--- config.mk ---
export PLATFORM = sky130hd
export DESIGN_NAME = axi_rd_arbiter
export DESIGN_NICKNAME = d
export VERILOG_FILES = /design/src/rtl/axi_rd_arbiter.sv
export SDC_FILE = /design/constraint.sdc
export NUM_CORES = 1
export LEC_CHECK = 0
export ABC_CLOCK_PERIOD_IN_PS = 5400
export CELL_PAD_IN_SITES_DETAIL_PLACEMENT = 0
export CELL_PAD_IN_SITES_GLOBAL_PLACEMENT = 2
export CORE_AREA = 3 3 536 538
export CTS_BUF_LIST = sky130_fd_sc_hd__clkbuf_8 sky130_fd_sc_hd__clkbuf_16
export DETAILED_ROUTE_END_ITERATION = 12
export DIE_AREA = 0 0 539 541
export PLACE_DENSITY_LB_ADDON = 0.1
export SLEW_MARGIN = 5
export SYNTH_ARGS = -nofsm -noshare
export SYNTH_HDL_FRONTEND = slang
export SYNTH_SLANG_ARGS = --single-unit
--- constraint.sdc ---
create_clock -name clk -period 5.4 [get_ports clk]
set_clock_uncertainty 0.15 [all_clocks]
set_input_delay 0.54 -clock clk [delete_from_list [all_inputs] [get_ports clk]]
set_output_delay 0.54 -clock clk [all_outputs]
set_load 0.02 [all_outputs]
--- src/rtl/axi_rd_arbiter.sv ---
// Round-robin arbiter sharing one AXI read channel among NREQ engines.
// AR requests are granted one at a time; R beats are routed back by ID.
module axi_rd_arbiter #(
    parameter int NREQ    = 3,
    parameter int MAX_OUT = 4
) (
    input  logic                 clk,
    input  logic                 rst,
    input  logic [NREQ*64-1:0]   rq_araddr,
    input  logic [NREQ*8-1:0]    rq_arlen,
    input  logic [NREQ-1:0]      rq_arvalid,
    output logic [NREQ-1:0]      rq_arready,
    output logic [511:0]         rq_rdata,
    output logic [1:0]           rq_rresp,
    output logic                 rq_rlast,
    output logic [NREQ-1:0]      rq_rvalid,
    input  logic [NREQ-1:0]      rq_rready,
    output logic [15:0]          arid_m,
    output logic [63:0]          araddr_m,
    output logic [7:0]           arlen_m,
    output logic [2:0]           arsize_m,
    output logic                 arvalid_m,
    input  logic                 arready_m,
    input  logic [15:0]          rid_m,
    input  logic [511:0]         rdata_m,
    input  logic [1:0]           rresp_m,
    input  logic                 rlast_m,
    input  logic                 rvalid_m,
    output logic                 rready_m,
    output logic                 idle,
    output logic                 err_bad_id
);

    typedef enum logic {IDLE, ISSUE} state_t;

    state_t          state;
    state_t          state_nxt;
    logic [2:0]      rr_ptr;
    logic [3:0]      out_cnt [NREQ];
    logic [NREQ-1:0] elig;
    logic [NREQ-1:0] cnt_zero;
    logic [NREQ-1:0] inc;
    logic [NREQ-1:0] dec;
    logic            found;
    logic [2:0]      winner;
    logic            grant;
    logic [15:0]     ar_id;
    logic [63:0]     ar_addr;
    logic [7:0]      ar_len;
    logic            id_ok;
    logic [2:0]      sel;
    logic            sel_rready;
    logic            sel_zero;
    logic            r_hs;
    logic            dec_hit;
    logic            err_set;

    always_comb begin
        for (int i = 0; i < NREQ; i++) begin
            elig[i]     = rq_arvalid[i]
                        && (out_cnt[i] < 4'(MAX_OUT));
            cnt_zero[i] = (out_cnt[i] == 4'd0);
        end
    end

    // First eligible index at or after rr_ptr, wrapping.
    always_comb begin
        int idx;
        idx    = 0;
        found  = 1'b0;
        winner = rr_ptr;
        for (int k = 0; k < NREQ; k++) begin
            idx = int'(rr_ptr) + k;
            if (idx >= NREQ) idx = idx - NREQ;
            if (!found && elig[idx]) begin
                found  = 1'b1;
                winner = 3'(idx);
            end
        end
    end

    always_ff @(posedge clk or posedge rst) begin
        if (rst) state <= IDLE;
        else     state <= state_nxt;
    end

    always_comb begin
        state_nxt = state;
        unique case (state)
            IDLE:  if (found)     state_nxt = ISSUE;
            ISSUE: if (arready_m) state_nxt = IDLE;
            default:              state_nxt = IDLE;
        endcase
    end

    always_comb begin
        grant      = (state == IDLE) && found;
        arvalid_m  = (state == ISSUE);
        rq_arready = grant ? (NREQ'(1) << winner) : '0;
        idle       = (state == IDLE) && (&cnt_zero);
    end

    always_ff @(posedge clk or posedge rst) begin
        if (rst) begin
            rr_ptr  <= '0;
            ar_id   <= '0;
            ar_addr <= '0;
            ar_len  <= '0;
        end else if (grant) begin
            rr_ptr  <= (winner == 3'(NREQ - 1))
                     ? 3'd0 : winner + 3'd1;
            ar_id   <= {13'd0, winner};
            ar_addr <= rq_araddr[{winner, 6'd0} +: 64];
            ar_len  <= rq_arlen[{winner, 3'd0} +: 8];
        end
    end

    assign arid_m   = ar_id;
    assign araddr_m = ar_addr;
    assign arlen_m  = ar_len;
    assign arsize_m = 3'd6;

    assign rq_rdata = rdata_m;
    assign rq_rresp = rresp_m;
    assign rq_rlast = rlast_m;

    assign id_ok = (rid_m < 16'(NREQ));
    assign sel   = rid_m[2:0];

    // Loop selection keeps out-of-range IDs from indexing past NREQ.
    always_comb begin
        rq_rvalid  = '0;
        sel_rready = 1'b0;
        sel_zero   = 1'b0;
        for (int i = 0; i < NREQ; i++) begin
            if (id_ok && (sel == 3'(i))) begin
                rq_rvalid[i] = rvalid_m;
                sel_rready   = rq_rready[i];
                sel_zero     = cnt_zero[i];
            end
        end
    end

    assign rready_m = id_ok ? sel_rready : 1'b1;
    assign r_hs     = rvalid_m && rready_m;
    assign dec_hit  = r_hs && rlast_m && id_ok && !sel_zero;
    assign err_set  = r_hs
                    && (!id_ok || (rlast_m && sel_zero));

    always_comb begin
        inc = '0;
        dec = '0;
        for (int i = 0; i < NREQ; i++) begin
            inc[i] = grant && (winner == 3'(i));
            dec[i] = dec_hit && (sel == 3'(i));
        end
    end

    always_ff @(posedge clk or posedge rst) begin
        if (rst) begin
            for (int i = 0; i < NREQ; i++)
                out_cnt[i] <= '0;
        end else begin
            for (int i = 0; i < NREQ; i++) begin
                if (inc[i] && !dec[i])
                    out_cnt[i] <= out_cnt[i] + 4'd1;
                else if (dec[i] && !inc[i])
                    out_cnt[i] <= out_cnt[i] - 4'd1;
            end
        end
    end

    always_ff @(posedge clk or posedge rst) begin
        if (rst)          err_bad_id <= 1'b0;
        else if (err_set) err_bad_id <= 1'b1;
    end

endmodule

Yosys cells after proc, flatten, opt, wreduce, memory -nomap -nowiden

Index checks and enable logic that the tools add are counted.

Input bits: 757
Output and inout bits: 616
Register bits after elaboration: 92
Word-level logic and storage cells: 126

Magnitude comparators: 10
Bitwise logic cells: 1
Shift-type cells: 3
Reduce and logical (&&, ||, !) cells: 48
Multiplexer cells: 39
Eq/ne operators: 4
Add/sub/neg operators: 12

Operators by type and width:

| cell                  | number |
|---|---|
| $shiftx A192 B10 Y64  | 1 |
| $lt A32 B4 Y1 const B | 3 |
| $mux W32              | 3 |
| $logic_and A1 B1 Y1   | 28 |
| $mux W4               | 6 |
| $shiftx A24 B7 Y8     | 1 |
| $mux W1               | 21 |
| $lt A16 B2 Y1 const B | 1 |
| $mux W3               | 5 |
| $add A4 B1 Y4 const B | 3 |
| $logic_not A4 Y1      | 3 |
| $lt A4 B3 Y1 const B  | 3 |
| $sub A4 B1 Y4 const B | 3 |
| $logic_not A1 Y1      | 10 |
| $sub A4 B2 Y5 const B | 2 |
| $ge A4 B2 Y1 const B  | 2 |
| $bmux W1 S2           | 3 |
| $eq A3 B1 Y1 const B  | 2 |
| $eq A3 B2 Y1 const B  | 2 |
| $logic_not A3 Y1      | 2 |
| $reduce_bool A2 Y1    | 3 |
| $add A3 B1 Y4 const B | 1 |
| $add A3 B2 Y4 const B | 1 |
| $sub A3 B2 Y4 const B | 1 |
| other kinds (7)       | 7 |

Depth between registers and ports, before layout

Gate-level depths: netlist (run 1).

Depth after elaboration: 18
Gate-level depth with buffers: 20
Mapped depth without buffers: 18

Worst setup path before layout (run 1)

OpenSTA, ideal clock, no wires.

Path kind: reg-to-reg
From: register rr_ptr[1]
To: register out_cnt[3] (netlist name)
Arrival: 4.207 ns
Setup slack: 0.918 ns
Buffers on the path: 1
Data required time: 5.125 ns
Period minus slack after synthesis: 4.482 ns
Stages on the path, launching flop included: 20
Library setup time: 0.125 ns
Path through: dfrtp_1 ha_1 inv_1 ha_1 nor3_1 mux2i_1 o21ai_2 or4_1 a31o_2 nand3_2 clkbuf_1 inv_1 ha_1 inv_1 ha_1 a21o_1 a21oi_1 xnor2_1 nor2_1 xor2_1

Longest elaborated chain between the ends: 17
Elaborated cells between the ends (all ways): 38
Classes of those cells: 5 x add/sub; 3 x order compare; 1 x eq/ne; 19 x mux; 10 x reduce/logical

Ends and longest elaborated chain:

| item                                                                   | RTL line | text |
|---|---|---|
| from (decl)                                                            | 38       | `logic [2:0] rr_ptr;` |
| from (signal assigned)                                                 | 110      | `rr_ptr <= (winner == 3'(NREQ - 1))` |
| parallel branches: the longest is 13 deep, another holds $sub A4 B2 Y5 | --       |  |
| $logic_and A1 B1 Y1 *                                                  | 154      | `inc[i] = grant && (winner == 3'(i));` |
| $logic_not A1 Y1                                                       | 167      | `else if (dec[i] && !inc[i])` |
| $logic_and A1 B1 Y1                                                    | 167      |  |
| $reduce_bool A2 Y1 (no source line)                                    | --       |  |
| to (signal, indexed assignment)                                        | 166      | `out_cnt[i] <= out_cnt[i] + 4'd1;` |
| to (signal, indexed assignment)                                        | 168      | `out_cnt[i] <= out_cnt[i] - 4'd1;` |
| to (decl)                                                              | 39       | `logic [3:0] out_cnt [NREQ];` |

Every way passes the cells marked *. The select of a mux whose other input is x is not followed.
A chain may end at the register's enable or synchronous reset.

Worst setup path after layout (run 1)

From: register rr_ptr[1]
To: output port rq_arready[0]

Longest elaborated chain between the ends: 14
Elaborated cells between the ends (all ways): 33
Classes of those cells: 5 x add/sub; 3 x order compare; 1 x shift; 19 x mux; 5 x reduce/logical

Ends and longest elaborated chain:

| item                                                                   | RTL line | text |
|---|---|---|
| parallel branches: the longest is 13 deep, another holds $sub A4 B2 Y5 | --       |  |
| $mux W3 *                                                              | 99       | `rq_arready = grant ? (NREQ'(1) << winner) : '0;` |
| to (decl)                                                              | 12       | `output logic [NREQ-1:0] rq_arready,` |

Marked as above.

==> results of run 1 <==
==> synthesized netlist by cell type, drive strengths merged (2+ instances only) <==
cell,count,share of area
o31ai,3,0.0022
nand2b,2,0.0012
a21oi,12,0.0059
nand3b,2,0.0027
or3b,3,0.0026
or4,2,0.0015
nor3b,3,0.0027
nor2,16,0.0059
clkbuf,12,0.0045
conb,2,0.00074
ha,17,0.021
xor2,4,0.0042
a21o,6,0.0045
nor4,8,0.0056
a22oi,3,0.0027
or3,2,0.0012
nor3,3,0.0015
nor2b,5,0.0033
mux2,5,0.0056
o21ai,10,0.0053
xnor2,10,0.0087
buf,556,0.41
mux2i,76,0.075
dfrtp,92,0.23
and3,2,0.0012
o221ai,72,0.099
nand2,85,0.032
inv,83,0.031
a211oi,2,0.0020
nor4b,2,0.0017
fa,3,0.0059
==> sequential cells by signal (all words and copies together) (netlist names) <==
name,flops
araddr_m,64
out_cnt,12
arlen_m,8
arid_m,3
rr_ptr,3
arvalid_m,1
err_bad_id,1
==> power breakdown <==
part           internal (mW)  switching (mW)
Combinational           2.30            3.63
Sequential              1.01           0.217
Clock                  0.377           0.488
Total                   3.68            4.33
==> through the flow <==
stage / area, um2 / cells / hold slack (ns) / util / setup slack [ns]
3_5_place_dp: 14100 / 4658 / 0.306 / 0.0500 / 0.577
6_report: 14400 / 4675 / 0.318 / 0.0511 / 0.492
5_1_grt: 14400 / 4674 / 0.346 / 0.0511 / 0.116
3_3_place_gp: 14100 / 4658 / 0.320 / 0.0500 / 0.403
2_1_floorplan: 10200 / 1137 / 0.309 / - / 0.918
4_1_cts: 14400 / 4673 / 0.332 / 0.0511 / 0.175
==> layout make-up <==
cell class	instances	area share
flip-flops and latches	92	0.159
clock buffers	10	0.0166
inverters	84	0.0222
multi-input cells	393	0.232
repair buffers	346	0.241
well taps	3743	0.324
diodes	2	0.000347
clock inverters	5	0.00433
==> what timing repair did <==
item	CTS	global route
setup endpoints to repair	0	1
setup buffers	0	0
hold buffers	0	0
gates resized for setup	0	1
==> path summary, 6_finish.rpt <==
kind	end	slack [ns]	cells past startpoint
max in group asynchronous	araddr_m[5]$_DFFE_PP0P_	3.73	3
setup reg to reg	araddr_m[34]$_DFFE_PP0P_	0.70	12
hold reg to reg	err_bad_id$_DFFE_PP0P_	0.32	1
hold / removal	err_bad_id$_DFFE_PP0P_	0.32	1
min in group asynchronous	araddr_m[35]$_DFFE_PP0P_	0.38	2
setup / recovery	rq_arready[0]	0.49	11
==> per-layer routing <==
layer,up-vias,share of wire,global-route usage
met1,3141,0.32,0.0353
met3,222,0.097,0.0205
met4,0,0.062,0.0252
met5,-,0,0
met2,472,0.52,0.0715
li1,2767,-,-
==> cells by family after synthesis <==
logic type / after synthesis / share of synthesized area
other: 2 / 0.000743
adders and majority gates: 20 / 0.0270
AOI/OAI and AO/OA: 121 / 0.134
xor gates and xnor gates: 14 / 0.0129
DFF: 92 / 0.228
and+or+nand+nor: 141 / 0.0679
buffers and inverters: 652 / 0.449
muxes: 81 / 0.0808
==> critical path, stage by stage, from the launching register on <==
cell,delay (ns)
dfrtp_1,0.49
ha_1,0.23
inv_1,0.05
ha_1,0.33
nor3_1,0.40
nand3b_1,0.14
a21oi_2,0.36
nor3b_2,0.13
a221o_2,0.44
nand3b_4,0.21
nor2_1,0.26
clkdlybuf4s50_1,0.72
==> results by group, run 1 <==
Clock tree
  – Clock Pin Slew Worst Setup and Hold Paths: 0.10 ns
  – # clock sinks: ~90
  – CTS max path bufs: 2
  – Clk_lat worst skew: between 0.4 and 0.5 ns
  – Num CTS Buffers: 9
  – H-tree Lvls: 3
  – CTS tree: built
  – Clk root buf: clkbuf_16

Setup path
  – Setup crit start kind: flop
  – Worst Path Max Fanout: 7
  – Crit path required time: between 4 and 5 ns
  – Endpoint class of the critical path: output port
  – Crit. Startpoint: rr_ptr[1]$_DFFE_PP0P_
  – Kind of critical path: flop to output port
  – RR Startpoint: rr_ptr[1]$_DFFE_PP0P_
  – Critical path data arrival time: about 4.2 ns

Final layout
  – Layout cells sized above 1: 0.125
  – Syn-to-layout area delta: 42.7%
  – Register area: roughly 2300 um2
  – Most common cell after layout, fill and taps aside: clkdlybuf4s50_1
  – Most frequent cells in the layout: clkdlybuf4s50_1 (327), dfrtp_1 (92), nand2_1 (85)
  – Multi-input gate area: approximately 3300 um2
  – Fillers: 33400
  – Layout net count: 1703

Pwr
  – Cell Pwr Density: between 500 and 600 nW/um2
  – Peak supply drop: around 0.54 mV
  – Static Leak: 4.32 nW
  – Power, Total: about 8.0 mW

Global routing
  – GRT Total Usage: 0.0400
  – First-pass GRT wire length: 76.4 mm
  – Initial antenna violation count: 4
  – Grt total ovfl: 0
  – Largest net degree at the start of global routing: between 50 and 60
  – Vias in the first global route: between 7000 and 8000

Placed design
  – DP HPWL: around 46 mm
  – IO buf count: around 330
  – Gpl congestion: approximately 0.63

STA
  – Slew HR: 0.428
  – Pins over their slew limit: 0
  – Hold Fails Final Rpt: 0
  – Worst-margin pin slew: between 0.8 and 0.9 ns
  – Setup-failing EPs final: 0
  – Total negative slack: 0 ns
  – Min Tclk post-route: approximately 4.9 ns
  – Max Freq: 204 MHz
  – RSZ-0062 raised after global routing: false
  – Post-route clock period utilization: 0.909

Floorplanning
  – Initial Util: 0.0358
  – Die area: between 200000 and 300000 um2
  – Core area: 283000 um2
  – Num rows: approximately 200
  – Height of the die: 541 um
  – I/O pin total: around 1400
  – Chip width: ~540 um

Worst hold path
  – Hold Path Origin: err_bad_id$_DFFE_PP0P_
  – Min-delay worst type: flop to flop

Drt
  – DR vias/cell: 1.41
  – Vias: ~6600
  – Detailed Route WL: 59.6 mm
  – Avg WL per Cell: 12.7 um
  – Pre-antenna DRT Iters: 5
  – First DRT Iteration DRCs: between 150 and 200
  – Drt drc: 0
  – Antenna-violating nets left: 0

Synthesis
  – Async SR Flop Fraction: 1.00
  – EDFF count, synth: 0
  – Ys Warns: 0
  – Flops & latches, synth: 92
  – Area of the mapped netlist: approximately 10000 um2
  – Count of cell types in the netlist: 62
  – Seq/Total Area, Yosys: 0.228
  – Cells after Synth: around 1100
  – Syn avg cell area: approximately 9 um2
  – Synth Flop Type: dfrtp_1

Flow run
  – Max Cap Violations: 0

Status
  – Status: finished clean
Note: power is estimated with default switching activity, not from simulation.
==> run 2, diff against run 1 <==
--- a/config.mk
+++ b/config.mk
@@ -6,6 +6,7 @@
 export NUM_CORES = 1
 export LEC_CHECK = 0
 export ABC_CLOCK_PERIOD_IN_PS = 5400
+export CAP_MARGIN = 20
 export CELL_PAD_IN_SITES_DETAIL_PLACEMENT = 0
 export CELL_PAD_IN_SITES_GLOBAL_PLACEMENT = 2
 export CORE_AREA = 3 3 536 538
@@ -13,7 +14,7 @@
 export DETAILED_ROUTE_END_ITERATION = 12
 export DIE_AREA = 0 0 539 541
 export PLACE_DENSITY_LB_ADDON = 0.1
-export SLEW_MARGIN = 5
+export SLEW_MARGIN = 20
 export SYNTH_ARGS = -nofsm -noshare
 export SYNTH_HDL_FRONTEND = slang
 export SYNTH_SLANG_ARGS = --single-unit
==> results of run 2 <==
Same layout as run 1: the final DEF is identical, and so are final timing and power.
